## config.mk

```make
export PLATFORM = sky130hd
export DESIGN_NAME = subservient_loader
export DESIGN_NICKNAME = d
export VERILOG_FILES = /design/src/rtl/subservient_loader_pkg.sv /design/src/rtl/subservient_loader.sv
export SDC_FILE = /design/constraint.sdc
export NUM_CORES = 1
export LEC_CHECK = 0
export ABC_AREA = 1
export CAP_MARGIN = 20
export CORE_MARGIN = 2
export CORE_UTILIZATION = 45
export CTS_BUF_LIST = sky130_fd_sc_hd__clkbuf_4
export DETAILED_ROUTE_END_ITERATION = 10
export PLACE_DENSITY = 0.76
export SYNTH_ARGS = -nofsm -noshare
export SYNTH_HDL_FRONTEND = slang
export SYNTH_SLANG_ARGS = --single-unit
```

## constraint.sdc

```tcl
create_clock -name i_clk -period 2.1 [get_ports i_clk]
set_input_delay 0.21 -clock i_clk [delete_from_list [all_inputs] [get_ports i_clk]]
set_output_delay 0.21 -clock i_clk [all_outputs]
set_load 0.02 [all_outputs]
```

## src/rtl/subservient_loader_pkg.sv

```systemverilog
// Shared definitions for the subservient boot loader.
package subservient_loader_pkg;

    typedef enum logic [2:0] {
        S_IDLE,
        S_COLLECT,
        S_WRITE,
        S_DONE,
        S_ERR
    } state_t;

    localparam logic [3:0] WB_SEL_ALL = 4'hf;

endpackage

```

## src/rtl/subservient_loader.sv

```systemverilog
// Boot loader: packs a little-endian byte stream into 32-bit words, writes them over the
// debug Wishbone port, then releases the SoC from reset/debug mode to run from address 0.
module subservient_loader
    import subservient_loader_pkg::*;
#(
    parameter int unsigned MEMSIZE  = 1024,
    parameter logic [31:0] BASE_ADR = 32'h0
) (
    input  logic        i_clk,
    input  logic        i_rst,
    input  logic        i_start,
    input  logic [7:0]  i_byte,
    input  logic        i_byte_valid,
    input  logic        i_byte_last,
    output logic        o_byte_ready,
    output logic        o_core_rst,
    output logic        o_debug_mode,
    output logic [31:0] o_wb_dbg_adr,
    output logic [31:0] o_wb_dbg_dat,
    output logic [3:0]  o_wb_dbg_sel,
    output logic        o_wb_dbg_we,
    output logic        o_wb_dbg_stb,
    input  logic        i_wb_dbg_ack,
    output logic        o_done,
    output logic        o_err
);

    localparam logic [31:0] ADR_END = BASE_ADR + MEMSIZE;

    state_t      state_q;
    state_t      state_d;
    logic [31:0] adr_q;
    logic [31:0] dat_q;
    logic [1:0]  idx_q;
    logic        last_q;
    logic        run_q;
    logic        start_load;
    logic        store;
    logic        wr_ack;

    always_comb begin
        state_d      = state_q;
        start_load   = 1'b0;
        store        = 1'b0;
        wr_ack       = 1'b0;
        o_byte_ready = 1'b0;
        o_wb_dbg_stb = 1'b0;
        o_core_rst   = 1'b1;
        o_debug_mode = 1'b1;
        o_done       = 1'b0;
        o_err        = 1'b0;
        case (state_q)
            S_IDLE: begin
                if (i_start) begin
                    state_d    = S_COLLECT;
                    start_load = 1'b1;
                end
            end
            S_COLLECT: begin
                o_byte_ready = 1'b1;
                if (i_byte_valid) begin
                    // A byte arriving with the address window exhausted is dropped.
                    if (adr_q >= ADR_END) begin
                        state_d = S_ERR;
                    end else begin
                        store = 1'b1;
                        if (idx_q == 2'd3 || i_byte_last)
                            state_d = S_WRITE;
                    end
                end
            end
            S_WRITE: begin
                o_wb_dbg_stb = 1'b1;
                if (i_wb_dbg_ack) begin
                    wr_ack  = 1'b1;
                    state_d = last_q ? S_DONE : S_COLLECT;
                end
            end
            S_DONE: begin
                // A restart re-asserts reset/debug in the same cycle i_start is seen.
                if (i_start) begin
                    state_d    = S_COLLECT;
                    start_load = 1'b1;
                end else begin
                    o_done       = 1'b1;
                    o_debug_mode = 1'b0;
                    o_core_rst   = ~run_q;
                end
            end
            S_ERR: begin
                o_err = 1'b1;
                if (i_start) begin
                    state_d    = S_COLLECT;
                    start_load = 1'b1;
                end
            end
            default: state_d = S_IDLE;
        endcase
    end

    always_ff @(posedge i_clk) begin
        if (i_rst) begin
            state_q <= S_IDLE;
            adr_q   <= BASE_ADR;
            dat_q   <= '0;
            idx_q   <= '0;
            last_q  <= 1'b0;
            run_q   <= 1'b0;
        end else begin
            state_q <= state_d;
            // Core reset lags debug-mode release by one cycle so the debug mux settles.
            run_q   <= (state_q == S_DONE) && (state_d == S_DONE);
            if (start_load) begin
                adr_q  <= BASE_ADR;
                dat_q  <= '0;
                idx_q  <= '0;
                last_q <= 1'b0;
            end else if (store) begin
                dat_q[{idx_q, 3'b000} +: 8] <= i_byte;
                idx_q  <= idx_q + 2'd1;
                last_q <= i_byte_last;
            end else if (wr_ack) begin
                adr_q  <= adr_q + 32'd4;
                dat_q  <= '0;
                idx_q  <= '0;
                last_q <= 1'b0;
            end
        end
    end

    assign o_wb_dbg_adr = adr_q;
    assign o_wb_dbg_dat = dat_q;
    assign o_wb_dbg_sel = WB_SEL_ALL;
    assign o_wb_dbg_we  = o_wb_dbg_stb;

endmodule

```

## Word level (Yosys, flattened, before mapping)

Cells that the tools add are included.

- Register bits: 71
- Input port bits: 14
- Output and inout bits: 75
- Word-level logic and storage cells: 56

- $add $sub $neg: 3
- $lt $le $gt $ge: 1
- Equal/unequal tests: 6
- Shift-type cells: 2
- Multiplexer cells: 29
- Bitwise operators: 2
- Reductions and logical operators: 7

Operator list:

| operator | number |
|---|---|
| 32-bit 2-to-1 mux | 2 |
| 32-bit by 3-bit adder with 32-bit output (second input constant) | 1 |
| 32-bit bitwise mux | 1 |
| 32-bit by 11-bit greater-or-equal comparator with 1-bit output (second input constant) | 1 |
| 8-bit by 7-bit variable shift with 32-bit output (first input constant) | 1 |
| 8-bit by 7-bit indexed part select with 32-bit output | 1 |
| 1-bit 2-to-1 mux | 17 |
| 3-bit 2-to-1 mux | 5 |
| 3-bit by 2-bit == test with 1-bit output (second input constant) | 3 |
| 3-bit one-hot mux with 3 select lines | 1 |
| 5-bit negator with 7-bit output | 1 |
| 2-bit 2-to-1 mux | 3 |
| 3-bit by 1-bit == test with 1-bit output (second input constant) | 1 |
| 3-bit == test (second input constant) | 1 |
| 3-bit logical NOT | 1 |
| 3-bit OR reduction | 1 |
| 2-bit by 1-bit adder with 2-bit output (second input constant) | 1 |
| 2-bit == test (second input constant) | 1 |
| 1-bit inverter | 2 |
| 2-bit AND reduction | 1 |
| 2-bit nonzero test | 1 |
| 2-bit OR reduction | 1 |
| 1-bit logical AND | 1 |
| 1-bit logical OR | 1 |

## Depth between registers and ports, before layout

Gate-level depths: netlist of the first run.

- Depth after elaboration: 8
- Mapped depth: 11
- Depth with buffers taken out: 10

## Worst setup path before layout of the first run

Ideal clock, no wire load.

- Kind: register to register
- Start: reg idx_q[0]
- End: reg dat_q[31], in the netlist o_wb_dbg_dat[31]
- Setup time: 0.070 ns
- Arrival: 1.923 ns
- Required time: 2.030 ns
- Setup slack: 0.107 ns
- Cell stages (with the launch flop): 9
- Buffers on the path: 3
- Period minus slack after synthesis: 1.993 ns
- Path through: dfxtp_1 -> clkbuf_1 -> inv_2 -> ha_1 -> buf_2 -> buf_1 -> nor4_1 -> nand4_1 -> a21oi_1

- Longest elaborated chain between the ends: 4
- Elaborated cells between the ends (all ways): 5
- Classes of those cells: add/sub (1); shift (2); mux (2)

RTL lines:

| element | RTL line | source |
|---|---|---|
| start, declared | subservient_loader.sv:34 | `logic [1:0] idx_q;` |
| start signal, assigned | subservient_loader.sv:120 | `idx_q <= idx_q + 2'd1;` |
| 5-bit negator with 7-bit output * | subservient_loader.sv:119 | `dat_q[{idx_q, 3'b000} +: 8] <= i_byte;` |
| 8-bit by 7-bit indexed part select with 32-bit output or 8-bit by 7-bit variable shift with 32-bit output (tied branches) | subservient_loader.sv:119 |  |
| 32-bit bitwise mux * | subservient_loader.sv:119 |  |
| 32-bit 2-to-1 mux * | subservient_loader.sv:118 | `end else if (store) begin` |
| end signal, assigned by index | subservient_loader.sv:119 |  |
| end, declared | subservient_loader.sv:33 | `logic [31:0] dat_q;` |

Every way passes the cells marked *; elsewhere a longest branch is shown, timed or not.
A chain may end at the register's enable or synchronous reset.

## Worst setup path after layout of the first run

- Start: reg state_q[2]
- End: out o_byte_ready

- Longest elaborated chain between the ends: 2

RTL lines:

| element | RTL line | source |
|---|---|---|
| start, declared | subservient_loader.sv:30 | `state_t state_q;` |
| start signal, assigned | subservient_loader.sv:110 | `state_q <= state_d;` |
| 3-bit by 1-bit == test with 1-bit output | subservient_loader.sv:52 | `case (state_q)` |
| 1-bit 2-to-1 mux | subservient_loader.sv:52 |  |
| end, declared | subservient_loader.sv:15 | `output logic o_byte_ready,` |

Every way passes these cells.

==> results of run 1 <==
[cell families (layout without fill, tap and decap cells)]
logic type                 count (synthesis)  in the layout  share of synthesized area
adders and majority gates                  6              6                     0.0195
DFF                                       69             69                      0.360
other                                      2              6                    0.00196
AOI/OAI and AO/OA                         67             67                     0.0906
buffers and inverters                     84            164                     0.0990
and+or+nand+nor                          363            363                      0.422
xor gates and xnor gates                   3              3                    0.00684
[registers in the layout (all words and copies together), names as in the netlist]
register,count
idx_q,2
last_q,1
o_wb_dbg_adr,30
o_wb_dbg_dat,32
run_q,1
state_q,3
[Yosys cell counts]
library cell  number  area, µm²
o211ai_1           1       7.51
nor4_1             8       50.1
or2_2              1       6.26
nand3_1           48        240
nor3b_1            1       7.51
nand4_1           36        225
nor3_1            12       60.1
clkinv_1           2       7.51
nand2_2            1       6.26
inv_2              4       15.0
conb_1             2       7.51
a21oi_1           47        235
buf_1              2       7.51
ha_1               6       75.1
and3_1             1       6.26
nor2_4             2       22.5
o21ai_0           15       75.1
a211oi_1           1       7.51
buf_4             10       75.1
clkbuf_1           9       33.8
nor2_1           103        387
xnor2_1            2       17.5
nand2_1          138        518
nand3_2            2       20.0
o21bai_1           1       7.51
dfxtp_1           69       1380
nor2_2             3       18.8
nor3_2             1       10.0
buf_6              2       22.5
buf_2             10       50.1
a31oi_1            1       6.26
xor2_1             1       8.76
a21oi_2            1       8.76
nand3b_1           6       45.0
inv_1             45        169
[per-stage QoR]
stage,utilization,cell area [µm²]
2_1_floorplan,-,3860
3_3_place_gp,0.575,4740
3_5_place_dp,0.575,4740
4_1_cts,0.591,4880
5_1_grt,0.594,4900
6_report,0.594,4900
[worst max-delay path by stage]
stage / start / endpoint / slack (ns) / cells after the start
floorplan: idx_q[0] / o_wb_dbg_dat[31] / 0.11 / 8
global placement: o_wb_dbg_adr[2] / o_wb_dbg_adr[26] / 0.30 / 8
detailed placement: o_wb_dbg_adr[3] / o_wb_dbg_adr[26] / 0.16 / 8
CTS: state_q[2] / o_debug_mode / 0.01 / 5
global route: idx_q[1] / o_wb_dbg_dat[8] / -0.04 / 7
finish: state_q[2] / o_byte_ready / 0.14 / 4
[final cells by class]
type / count / area, µm²
fill: 809 / 3350
multi-input combinational: 445 / 2110
sequential: 69 / 1380
timing repair buffer: 97 / 952
inverter: 51 / 191
tap: 105 / 131
clock buffer: 11 / 82.6
clock inverter: 5 / 51.3
[power groups by stage]
stage | clock, mW | combinational, mW | sequential (mW)
global placement | 0 | 0.247 | 1.36
finish | 0.862 | 0.258 | 1.33
CTS | 0.879 | 0.255 | 1.33
global route | 0.940 | 0.286 | 1.33
detailed placement | 0 | 0.254 | 1.36
floorplan | 0 | 0.165 | 1.36
[routing by layer]
| layer | wire length, µm | GRT usage | vias up |
|---|---|---|---|
| met5 | 0 | 0 | - |
| met4 | 203 | 0.0892 | 0 |
| met3 | 647 | 0.0528 | 22 |
| met2 | 4850 | 0.363 | 145 |
| met1 | 4720 | 0.308 | 1887 |
| li1 | - | - | 2104 |
[repair_timing]
| item | 4_1_cts | 5_1_grt |
|---|---|---|
| buffers inserted | 0 | 0 |
| endpoints found under the hold margin | 0 | 0 |
| setup endpoints to repair | 1 | 18 |
| gates resized for setup | 1 | 8 |
| hold buffers | 0 | 0 |
| gates cloned | 0 | 0 |
==> flow_summary.toml, run 1 <==
[layout]
final_nets = 693
antennaDiodeCount = 0
layoutNonFillerInstCount = 783
area_delta_synth_final_pct = 27.7
final_cell_mix = "138 x nand2_1, 101 x nor2_1, 78 x clkdlybuf4s50_1, 69 x dfxtp_1"
final_layout_size_suffix_gt1_frac = 0.0723
layout_commonest_cell = "nand2_1"

[die]
core_um2 = 8260
ios = 89
rows = 33
die_x_um = 96.4
die_area_um2 = 9290
die_h_um = 96.4
start_util = 0.465

[hold_path]
hold_end = "run_q"
hp-class = "in2reg"
hold_depth = 2
hold_start = "i_rst"

[logic_synthesis]
synth.distinct_cells = 35
avgSynthCellArea_um2 = 6.47
yosys_warnings = 0
yosysSeqAreaShare = 0.360
ys_ff_latch = 69
netlist_area_um2 = 3840
netlist_instances = 594

[power]
clkPwrFrac = 0.352
p_switching_uw = 660
irDropWorstVdd_mv = 0.307
powerDensity_nw_per_um2 = 499
p_seq_frac = 0.542
power_mw = 2.45
combPwrFrac = 0.105
p_leak_nw = 1.73
sw_frac_of_total = 0.270
internal_power_mw = 1.79

[clocking]
cts_tree = "done"
clk_path_buf_depth = 2
cts_made_buffers = 9
htree_levels = 3
clkTransAtPathRegs_ns = 0.11
root_buffer = "clkbuf_4"
cts.sinks = 69
insertion_delay_ns = 0.42

[timing]
slew_violations = 0
final_hold_viol_count = 0
tightest_slew_ns = 0.683
grt_setup_unrepaired = "yes"
relSlewSlack = 0.544
setup_viol = 0
fin_tns_setup_ns = 0
whs_ns = 0.427
clock_skew_ns = 0.00638
fmaxAchievable_mhz = 511
worst_slack_ns = 0.142
period_needed_ns = 1.96
post-route-period-util = 0.932

[critical_path]
start_kind = "register"
required_ns = 1.89
critPathMaxStageDelay_ns = 0.61
crit_buf_inv = 3
reg2reg_slack_ns = 0.17
r2r_cells = 7
cp_data_arrival_time_ns = 1.75
cpLargestDelayFamily = "buffers and inverters"
crit_chain = "inv_1, nand3_2, clkinv_1, clkdlybuf4s50_1"
cpMaxStageDelayCell = "clkdlybuf4s50_1"
timing.rr.start = "idx_q[1]"
critPathCaptureType = "output port"
r2r_end = "o_wb_dbg_dat[8]"
path_max_fanout = 4
critPathKind = "reg2out"

[placement]
hpwl_mm = 7.58
placedCellCount = 767
port_buffers = 82
pre_cts_ws_ns = 0.160
gp_congestion = 0.872

[grt]
grt_max_degree = 48
overflow = 0
antenna_found_initial = 0
grt_usage = 0.231
grt_pass1_wl_mm = 16.8
grt_pass1_vias = 3627

[drt]
first_pass_iters = 5
drtIter0Drc = 290
routed_wl_mm = 10.4
drc = 0
via_per_inst = 5.31
post_drt_wl_per_cell_um = 13.3
vias = 4158
ant_nets = 0

[status]
outcome = "finished clean"

[flow_run]
cap_violations = 0
No activity file was read; power rests on OpenSTA's default activity.
==> inputs of run 2 (changes only) <==
- SETUP_SLACK_MARGIN: unset -> 0.15
==> run 2 against run 1 <==
Via count increased by 0.79%. Critical path type unchanged. Maximum frequency grew 6.7%. Cell count rose by 0.64%. Highest routed layer unchanged. Power grew 10%. Sequential share of layout area down 0.55 points.
==> flow_summary.toml, run 2 (same netlist as run 1, synthesis figures left out) <==
[status]
outcome = "finished clean"

[critical_path]
required_ns = 1.89
crit_top_cell = "inv_1"
start_kind = "register"
reg2reg_slack_ns = 0.35
critPathMaxStageDelay_ns = 0.37
critPathCaptureType = "output port"
critPathKind = "reg2out"
crit_chain = "inv_1, nand3_1, nor2_2, inv_1, dlygate4sd2_1"
crit_buf_inv = 3
cpMaxStageDelayCell = "dfxtp_1"
cpLargestDelayFamily = "buffers and inverters"
cp_data_arrival_time_ns = 1.63
path_max_fanout = 4

[placement]
hpwl_mm = 7.50
pre_cts_ws_ns = 0.115
port_buffers = 82
gp_congestion = 0.874
placedCellCount = 766

[drt]
drc = 0
vias = 4191
first_pass_iters = 5
via_per_inst = 5.32
ant_nets = 0
post_drt_wl_per_cell_um = 13.4
drtIter0Drc = 209
routed_wl_mm = 10.5

[power]
p_leak_nw = 1.77
powerDensity_nw_per_um2 = 539
irDropWorstVdd_mv = 0.455

[clocking]
cts_made_buffers = 9
clkTransAtPathRegs_ns = 0.12
cts.sinks = 69
cts_tree = "done"
clk_path_buf_depth = 2
htree_levels = 3
root_buffer = "clkbuf_4"
cts_hold_buffers = 0
insertion_delay_ns = 0.42

[die]
rows = 33
die_area_um2 = 9290
die_h_um = 96.4
die_x_um = 96.4
start_util = 0.465
ios = 89
core_um2 = 8260

[grt]
grt_usage = 0.232
grt_pass1_vias = 3660
grt_max_degree = 48
overflow = 0
antenna_found_initial = 0
grt_pass1_wl_mm = 17.0

[hold_path]
hp-class = "in2reg"

[layout]
seq_area_um2 = 1380
multiInputGateArea_um2 = 2140
antennaDiodeCount = 0
final_nets = 698
fillers = 764
layout_commonest_cell = "nand2_1"
largest_register_ff_count = 32
final_layout_size_suffix_gt1_frac = 0.0864
layoutNonFillerInstCount = 788
area_delta_synth_final_pct = 30.2
final_cell_mix = "138 x nand2_1, 99 x nor2_1, 75 x clkdlybuf4s50_1, 69 x dfxtp_1, 47 x a21oi_1"

[timing]
final_hold_viol_count = 0
post-route-period-util = 0.874
grt_setup_unrepaired = "no"
slew_violations = 0
relSlewSlack = 0.542
tightest_slew_ns = 0.686
worst_slack_ns = 0.264
fin_tns_setup_ns = 0
clock_skew_ns = 0.00798
setup_viol = 0
period_needed_ns = 1.84
fmaxAchievable_mhz = 545

[flow_run]
cap_violations = 0
-- run 2: cell count changes in the layout (fill, tap and decap cells not counted), sizes merged --
cell / before / now
nor2: 108 / 109
dlymetal6s2s: 3 / 1
clkbuf: 11 / 9
buf: 15 / 19
inv: 49 / 48
dlygate4sd2: 1 / 6
clkdlybuf4s50: 78 / 75
bufinv: 1 / 3
clkinvlp: 1 / 2
-- run 2: path summary, 6_finish.rpt --
path	cells past startpoint	to	startpoint
max	5	o_debug_mode	state_q[2]
max reg2reg	6	o_wb_dbg_dat[26]	idx_q[0]
min reg2reg	2	o_wb_dbg_adr[8]	o_wb_dbg_adr[8]
min	2	run_q	i_rst
-- run 2: metrics by stage --
| stage | area [µm²] | util | hold WS (ns) | power, mW |
|---|---|---|---|---|
| after floorplan | 3860 | - | 0.279 | 1.53 |
| final | 5000 | 0.606 | 0.417 | 2.70 |
| after global routing | 5000 | 0.606 | 0.442 | 2.80 |
| after detailed placement | 4740 | 0.574 | 0.469 | 1.61 |
| after global placement | 4740 | 0.574 | 0.469 | 1.60 |
| after CTS | 4940 | 0.598 | 0.401 | 2.70 |
-- run 2: cell type report --
| class | count | area share |
|---|---|---|
| clock inverters | 7 | 0.0228 |
| repair buffers | 101 | 0.194 |
| well taps | 105 | 0.0263 |
| inverters | 51 | 0.0385 |
| flip-flops and latches | 69 | 0.276 |
| multi-input cells | 446 | 0.429 |
| clock buffers | 9 | 0.0135 |
-- run 2: metal layers --
| layer | global-route usage | part of all wire |
|---|---|---|
| met1 | 0.310 | 0.45 |
| met2 | 0.378 | 0.47 |
| met3 | 0.0528 | 0.068 |
| met4 | 0.0599 | 0.013 |
| met5 | 0 | 0 |
-- run 2: power by group --
group	switching, mW	total, mW	leakage, nW	internal [mW]
sequential	0.00833	1.33	0.556	1.32
clock	0.514	1.11	0.0896	0.596
combinational	0.174	0.259	1.12	0.0847
-- run 2: what timing repair did --
| item | 4_1_cts | 5_1_grt |
|---|---|---|
| setup endpoints to repair | 29 | 39 |
| buffers inserted | 3 | 2 |
| gates cloned | 0 | 1 |
| pin swaps | 1 | 1 |
| resized for setup | 8 | 12 |
==> inputs of run 3 (changes only) <==
- SETUP_SLACK_MARGIN: 0.15 -> 0.5
==> run 3 against run 2 <==
Sequential share of layout area down 0.95 points. Combinational power is 12% higher. Final area increased by 7.9%. Cell count grew 1.8%. Hold slack lost 0.015 ns. Critical endpoint is now o_wb_dbg_dat[31].
==> flow_summary.toml, run 3 (same netlist as run 1, synthesis figures left out) <==
[power]
p_seq_frac = 0.533
internal_power_mw = 1.76
clkPwrFrac = 0.351
sw_frac_of_total = 0.290
power_mw = 2.48
p_switching_uw = 717
combPwrFrac = 0.117
powerDensity_nw_per_um2 = 459
irDropWorstVdd_mv = 0.372
p_leak_nw = 2.21

[timing]
period_needed_ns = 1.59
worst_slack_ns = 0.506
final_hold_viol_count = 0
grt_setup_unrepaired = "yes"
post-route-period-util = 0.759
setup_viol = 0
fin_tns_setup_ns = 0
clock_skew_ns = 0.0160
slew_violations = 0
fmaxAchievable_mhz = 628

[layout]
multiInputGateArea_um2 = 2430
largest_register_ff_count = 32
antennaDiodeCount = 0
layoutNonFillerInstCount = 802
final_layout_size_suffix_gt1_frac = 0.237
final_cell_mix = "131 x nand2_1, 84 x nor2_1, 61 x dlygate4sd2_1, 40 x a21oi_1, 39 x dfxtp_1"
layout_commonest_cell = "nand2_1"
seq_area_um2 = 1440
area_delta_synth_final_pct = 40.5
final_nets = 712
fillers = 718

[critical_path]
critPathCaptureType = "register"
path_max_fanout = 11
start_kind = "register"
critPathMaxStageDelay_ns = 0.37
cpMaxStageDelayCell = "dfxtp_2"
required_ns = 2.47
critPathKind = "reg2reg"
crit_buf_inv = 2
crit_chain = "buf_4, ha_2, inv_2, nor4_1, nand4_1, a21oi_1"
cp_data_arrival_time_ns = 1.96
cpLargestDelayFamily = "simple AND/OR/NAND/NOR gates"

[clocking]
insertion_delay_ns = 0.42
cts_made_buffers = 9
clk_path_buf_depth = 2
clkTransAtPathRegs_ns = 0.13
cts.sinks = 69
cts_hold_buffers = 0
htree_levels = 3
cts_tree = "done"
root_buffer = "clkbuf_4"

[die]
die_x_um = 96.4
start_util = 0.465
rows = 33
ios = 89
core_um2 = 8260
die_h_um = 96.4
die_area_um2 = 9290

[drt]
post_drt_wl_per_cell_um = 15.0
drtIter0Drc = 288
via_per_inst = 5.47
vias = 4386
drc = 0
routed_wl_mm = 12.0
first_pass_iters = 5
ant_nets = 0

[placement]
placedCellCount = 764
gp_congestion = 0.924
hpwl_mm = 7.55
port_buffers = 82
pre_cts_ws_ns = 0.217

[grt]
grt_usage = 0.240
grt_pass1_wl_mm = 17.6
overflow = 0
grt_pass1_vias = 3792
grt_max_degree = 48
antenna_found_initial = 0

[status]
outcome = "finished clean"

[hold_path]
hp-class = "in2reg"

[flow_run]
cap_violations = 0
[run 3: cell count changes in the layout (fill, tap and decap cells not counted), moves of 6 or more]
cell and delta:
dfxtp_2 +22, a21oi_2 +7, nand2_1 -7, inv_1 -6, nand2_2 +7, a21oi_1 -7
dfxtp_4 +8, nand3_1 -8, dfxtp_1 -30, dlygate4sd2_1 +55, clkdlybuf4s50_1 -62, nor2_1 -15
buf_6 +10, nor2_4 +10
[run 3: layout make-up]
| type | count | share of cell area |
|---|---|---|
| clock inverters | 7 | 0.0123 |
| repair buffers | 115 | 0.196 |
| inverters | 51 | 0.0376 |
| well taps | 105 | 0.0243 |
| multi-input cells | 446 | 0.450 |
| clock buffers | 9 | 0.0125 |
| flip-flops and latches | 69 | 0.267 |
[run 3: worst min-delay path: stages]
cell             delay (ns)
clkdlybuf4s50_1        0.41
nand3_1                0.11
a21oi_2                0.05
[run 3: stage by stage]
step                utilization  hold WS, ns  cell area (µm²)
global placement          0.577        0.464             4760
CTS                       0.603        0.373             4980
detailed placement        0.577        0.475             4760
global route              0.653        0.399             5400
floorplan                     -        0.279             3920
finish                    0.653        0.402             5400
[run 3: repair_timing]
action,in CTS,in global routing
pin swaps,7,38
gates resized for setup,120,106
setup endpoints to repair,121,67
cloned,0,4
buffers inserted,7,11
[run 3: power by group through the flow]
| stage | Combinational, mW | Sequential, mW | Clock [mW] |
|---|---|---|---|
| finish | 0.289 | 1.32 | 0.868 |
| global route | 0.314 | 1.32 | 0.938 |
| CTS | 0.261 | 1.33 | 0.887 |
| detailed placement | 0.256 | 1.36 | 0 |
| global placement | 0.250 | 1.36 | 0 |
| floorplan | 0.173 | 1.37 | 0 |
[run 3: worst paths after layout]
path               startpoint  slack (ns)                to  depth (start not counted)
max                  idx_q[0]        0.51  o_wb_dbg_dat[31]                          6
min               i_byte_last        0.40            last_q                          3
max reg2reg          idx_q[0]        0.51  o_wb_dbg_dat[31]                          6
min reg2reg  o_wb_dbg_adr[10]        0.49  o_wb_dbg_adr[10]                          2
[run 3: per-layer routing]
layer  track usage  wire length, µm
met2         0.390             5720
met1         0.319             5180
met3        0.0559              899
met4        0.0716              214
met5             0                0
